[config.mk]
export PLATFORM = sky130hd
export DESIGN_NAME = fire2_squeeze_ofm_writer
export DESIGN_NICKNAME = d
export VERILOG_FILES = /design/src/rtl/fire2_squeeze_ofm_writer.sv
export SDC_FILE = /design/constraint.sdc
export NUM_CORES = 1
export LEC_CHECK = 0
export CAP_MARGIN = 10
export CORE_UTILIZATION = 38
export CTS_BUF_LIST = sky130_fd_sc_hd__clkbuf_8
export DETAILED_ROUTE_END_ITERATION = 10
export PLACE_DENSITY_LB_ADDON = 0.25
export SLEW_MARGIN = 25
export SYNTH_ARGS = -nofsm -noshare
export SYNTH_HDL_FRONTEND = slang
export SYNTH_SLANG_ARGS = --single-unit
export TNS_END_PERCENT = 1
[constraint.sdc]
create_clock -name i_clk -period 14.22 [get_ports i_clk]
set_clock_uncertainty 0.2 [all_clocks]
set_input_delay 2.844 -clock i_clk [delete_from_list [all_inputs] [get_ports i_clk]]
set_output_delay 2.844 -clock i_clk [all_outputs]
set_load 0.01 [all_outputs]
[src/rtl/fire2_squeeze_ofm_writer.sv]
// rtl/fire2_squeeze_ofm_writer.sv - ReLU and channel-major serialisation of fire2 squeeze ofm groups into RAM
module fire2_squeeze_ofm_writer #(
    parameter int WIDTH  = 16,
    parameter int DSP_NO = 16,
    parameter int WOUT   = 64,
    parameter int ADDR_W = $clog2(DSP_NO * WOUT * WOUT)
) (
    input  logic                 i_clk,
    input  logic                 i_rst,
    input  logic                 i_fire2_squeeze_en,
    input  logic                 i_fire2_squeeze_sample,
    input  logic [WIDTH-1:0]     i_ofm [0:DSP_NO-1],
    output logic                 o_ram_feedback,
    output logic                 o_wr_en,
    output logic [ADDR_W-1:0]    o_wr_addr,
    output logic [WIDTH-1:0]     o_wr_data,
    output logic                 o_wr_done,
    output logic                 o_overrun
);

    localparam int PIX  = WOUT * WOUT;
    localparam int CH_W = (DSP_NO > 1) ? $clog2(DSP_NO) : 1;
    localparam int PX_W = (PIX > 1) ? $clog2(PIX) : 1;

    localparam logic [CH_W-1:0]   CH_LAST  = CH_W'(DSP_NO - 1);
    localparam logic [PX_W-1:0]   PIX_LAST = PX_W'(PIX - 1);
    localparam logic [ADDR_W-1:0] PIX_STEP = ADDR_W'(PIX);

    typedef enum logic [1:0] {
        S_IDLE  = 2'd0,
        S_WRITE = 2'd1,
        S_ACK   = 2'd2,
        S_DONE  = 2'd3
    } state_t;

    state_t              r_state;
    state_t              w_state_nxt;
    logic [CH_W-1:0]     r_ch_cnt;
    logic [CH_W-1:0]     w_ch_nxt;
    logic [PX_W-1:0]     r_pix_cnt;
    logic [PX_W-1:0]     w_pix_nxt;
    logic [WIDTH-1:0]    r_shadow [0:DSP_NO-1];
    logic                w_capture;

    logic                r_wr_en;
    logic [ADDR_W-1:0]   r_wr_addr;
    logic [WIDTH-1:0]    r_wr_data;
    logic                r_ram_feedback;
    logic                r_wr_done;
    logic                r_overrun;

    logic                w_wr_en_nxt;
    logic [ADDR_W-1:0]   w_wr_addr_nxt;
    logic [WIDTH-1:0]    w_wr_data_nxt;
    logic                w_fb_nxt;
    logic                w_done_nxt;
    logic                w_overrun_nxt;

    function automatic logic [WIDTH-1:0] relu(input logic [WIDTH-1:0] x);
        return x[WIDTH-1] ? '0 : x;
    endfunction

    // Outputs are computed one cycle ahead so every port comes straight from a flop;
    // channel 0 is taken directly from the input in the capture cycle.
    always_comb begin
        w_state_nxt   = r_state;
        w_ch_nxt      = r_ch_cnt;
        w_pix_nxt     = r_pix_cnt;
        w_capture     = 1'b0;
        w_wr_en_nxt   = 1'b0;
        w_wr_addr_nxt = '0;
        w_wr_data_nxt = '0;
        w_fb_nxt      = 1'b0;
        w_done_nxt    = r_wr_done;
        w_overrun_nxt = r_overrun | (i_fire2_squeeze_sample && (r_state != S_IDLE));

        case (r_state)
            S_IDLE: begin
                if (i_fire2_squeeze_sample) begin
                    w_capture     = 1'b1;
                    w_state_nxt   = S_WRITE;
                    w_ch_nxt      = '0;
                    w_wr_en_nxt   = 1'b1;
                    w_wr_addr_nxt = ADDR_W'(r_pix_cnt);
                    w_wr_data_nxt = relu(i_ofm[0]);
                end
            end
            S_WRITE: begin
                if (r_ch_cnt == CH_LAST) begin
                    w_state_nxt = S_ACK;
                    w_ch_nxt    = '0;
                    w_fb_nxt    = 1'b1;
                end else begin
                    w_ch_nxt      = r_ch_cnt + 1'b1;
                    w_wr_en_nxt   = 1'b1;
                    w_wr_addr_nxt = r_wr_addr + PIX_STEP;
                    w_wr_data_nxt = r_shadow[w_ch_nxt];
                end
            end
            S_ACK: begin
                if (r_pix_cnt == PIX_LAST) begin
                    w_state_nxt = S_DONE;
                    w_done_nxt  = 1'b1;
                end else begin
                    w_pix_nxt   = r_pix_cnt + 1'b1;
                    w_state_nxt = S_IDLE;
                end
            end
            S_DONE: begin
                w_state_nxt = S_DONE;
            end
            default: begin
                w_state_nxt = S_IDLE;
            end
        endcase
    end

    always_ff @(posedge i_clk) begin
        if (i_rst || !i_fire2_squeeze_en) begin
            r_state        <= S_IDLE;
            r_ch_cnt       <= '0;
            r_pix_cnt      <= '0;
            r_wr_en        <= 1'b0;
            r_wr_addr      <= '0;
            r_wr_data      <= '0;
            r_ram_feedback <= 1'b0;
            r_wr_done      <= 1'b0;
            r_overrun      <= 1'b0;
            // Soft clear via enable keeps the last captured group.
            if (i_rst) begin
                for (int i = 0; i < DSP_NO; i++) r_shadow[i] <= '0;
            end
        end else begin
            r_state        <= w_state_nxt;
            r_ch_cnt       <= w_ch_nxt;
            r_pix_cnt      <= w_pix_nxt;
            r_wr_en        <= w_wr_en_nxt;
            r_wr_addr      <= w_wr_addr_nxt;
            r_wr_data      <= w_wr_data_nxt;
            r_ram_feedback <= w_fb_nxt;
            r_wr_done      <= w_done_nxt;
            r_overrun      <= w_overrun_nxt;
            if (w_capture) begin
                for (int i = 0; i < DSP_NO; i++) r_shadow[i] <= relu(i_ofm[i]);
            end
        end
    end

    assign o_ram_feedback = r_ram_feedback;
    assign o_wr_en        = r_wr_en;
    assign o_wr_addr      = r_wr_addr;
    assign o_wr_data      = r_wr_data;
    assign o_wr_done      = r_wr_done;
    assign o_overrun      = r_overrun;

endmodule

==> metrics <==
most used cell, CP buf_4; sequential power share 0.534; Startpoint Class input port; Worst-Margin Slew 1040 ps; Mapped Cells 877; clk buf depth 3; core area 33500 um2; clock share of power 0.377; Setup Viol. Count Final 0; Final HPWL DP 24200 um; fin area 17300 um2; part of the cycle the worst path needs 0.470; CTS Hold Buffers Added 0; Placed Instances 1576; Combinational Power Share 0.089; Slowest-stage cell, CP buf_4; Hold EP o_overrun; status complete, no violations; Routed WL per cell 20.3 um; clock latency at the later pin of the worst-skew pair 550 ps; largest family of logic cells by synthesized area simple AND/OR/NAND/NOR gates; simple-gate portion of the synthesized area 0.159; root buf cell clkbuf_8; relative slew slack 0.309; Port Buf Inserts 294; Hold Path Depth 2; Final #Nets 1443; CP Data Arrival Time 6640 ps; layout cells sized above 1 0.115; largest net degree at the start of global routing 91; WP buf/inv 3; Finished Core Util 0.515; number of synthesized flops with an enable pin 240; max-slew violations 0; Setup Total Neg Slack 0 ps; Post-Synth XOR/XNOR Area 0.00782; initial detailed-routing violation count 540; unrepaired setup endpoints after global routing no; Critical Path End Type flop; CTS tree done; CTS H-tree lvls 2; crit-path cells clkdlybuf4s50_1 > nand2b_1 > or3_1 > buf_4 > nand2b_4 > buf_4; Sink Count 293; pre-CTS setup slack 6970 ps; mapped cell area 13000 um2; net load switching power 0.412 mW; setup slack, reg-to-reg 10630 ps; LEAKAGE 6.14 nW; initial core utilization 0.387; Post-DP Area 16300 um2; Hold Fails Final Rpt 0; Post-synth ARST share 0; highest clock rate 150 MHz; Mapped Nets 1140; R2R depth 5; clock-pin transition on the worst setup and hold timing paths 50 ps; P_int 1.44 mW; maximum vdd drop 0.0592 mV; Final Non-Filler Cells 1671; post-route worst setup slack 7540 ps; min cycle time layout 6680 ps; drt pass-1 iters 5; synth warn 0; first-pass GRT wire length 51300 um; Post-CTS Setup Inserts 0; number of vias per cell 4.95; Worst Hold Class flop to flop; CP Max Fanout 78; delay of the slowest cell on the worst path 910 ps; Hold Slack 258 ps; Die H 187 um; vias in the first global route 8676; area delta synth->final 33.2%; hold path startpoint o_overrun; Routed WL 33900 um; CP top delay family simple AND/OR/NAND/NOR gates; CTS Buf Count 49; CP Class input port to flop; GR Util All Layers 0.196; top_reg_cell synth edfxtp_1; routability congestion estimate 0.768; Placement Rows 67; DRC violations left 0; initial antenna violation count 4; reg2reg end r_shadow[2][4]; switching portion of total power 0.223; total grt overflow 0; Synth Area per Inst 14.8 um2; reg-to-reg startpoint r_state[0]; DRT antenna net count 0; sequential fraction of the synthesis area 0.638; max_cap viols 0; # IOs 296; power density over the cells 107 nW/um2; mux share of post-synthesis cell area 0.138; die area 34900 um2; Netlist cell types 44; post-CTS sizing 0; compound-gate portion of the synthesized area 0.0313; post-synthesis adder-cell area fraction 0.00290; Required @ worst endpoint 14180 ps; routed vias 8268; total power 1.85 mW; Die X 187 um; number of synthesized register bits 293
## sequential cells by signal, summed over array words and instances (netlist names)
signal and cells:
r_shadow 240, o_wr_addr 16, o_wr_data 15, r_pix_cnt 12
r_ch_cnt 4, r_state 2, o_overrun 1, o_ram_feedback 1
o_wr_done 1, o_wr_en 1
## synthesized netlist by cell type (3+ instances only)
cell | instances | area share
a211o_1 | 15 | 0.010
a21oi_1 | 10 | 0.0039
a22o_1 | 12 | 0.0081
and2_1 | 241 | 0.12
and3_1 | 3 | 0.0014
buf_2 | 16 | 0.0062
buf_4 | 10 | 0.0058
buf_6 | 5 | 0.0043
clkbuf_1 | 17 | 0.0049
dfxtp_1 | 53 | 0.082
edfxtp_1 | 240 | 0.56
ha_1 | 3 | 0.0029
inv_1 | 3 | 0.00087
mux2i_1 | 77 | 0.059
mux4_2 | 44 | 0.076
nand2_1 | 5 | 0.0014
nand2b_1 | 4 | 0.0019
nand3_1 | 7 | 0.0027
nand4_1 | 4 | 0.0019
nor2_1 | 21 | 0.0061
nor2_4 | 8 | 0.0070
nor3_1 | 34 | 0.013
o21ai_0 | 8 | 0.0031
or3_1 | 7 | 0.0034
xor2_1 | 5 | 0.0034
## layout by cell type (no fill, tap or decap), types with 8 or more instances in the layout
cell type	instances
nor2_4	9
mux4_2	44
o21ai_0	8
clkinv_2	9
and2_1	241
inv_1	19
clkinv_1	12
clkbuf_8	50
nor3_1	34
clkdlybuf4s50_1	294
dfxtp_1	52
a211o_1	15
mux2i_1	77
a22o_1	12
a21oi_1	10
nor2_1	13
edfxtp_1	240
## metal layers
layer,track usage,up-vias,wire (um)
met3,0.0444,52,2420
met2,0.327,316,16400
met1,0.252,4033,14100
met5,0,-,12
met4,0.0618,2,884
li1,-,3865,-
## kinds of logic (layout without fill, tap and decap cells)
group | count (synthesis) | count (layout)
flops | 293 | 293
compound gates | 55 | 55
mux | 122 | 122
buf+inv | 54 | 397
other cells | 1 | 4
fa+ha+maj | 3 | 3
simple gates | 340 | 340
xor+xnor | 9 | 9
## final cells by class
type | instances | area, um2
antenna | 3 | 7.51
clock buffer | 50 | 688
clock inverter | 41 | 225
fill | 2926 | 16300
inverter | 4 | 15.0
multi-input combinational | 530 | 4470
sequential | 293 | 8270
tap | 448 | 561
timing repair buffer | 302 | 3030
## power groups by stage
stage	Sequential, mW	Combinational [mW]	Clock [mW]
floorplan	1.01	0.0631	0
global placement	1.00	0.165	0
detailed placement	1.00	0.166	0
CTS	0.987	0.167	0.716
global route	0.990	0.176	0.756
finish	0.986	0.165	0.697
## worst register-to-register path, delay by kind of cell (launching register included)
family        cells  cell delay [ps]
simple gates      3             1340
buf+inv           2             1200
flops             1              400
## worst max-delay path by stage
stage / from / end / cells after the start
after floorplan: i_rst / r_shadow[0][0] / 5
after global routing: i_rst / r_shadow[0][4] / 6
after CTS: i_rst / r_shadow[11][4] / 6
final: i_rst / r_shadow[2][4] / 6
after global placement: i_rst / r_shadow[10][11] / 6
after detailed placement: i_rst / r_shadow[10][11] / 6
Note: power is estimated with default switching activity, not from simulation.
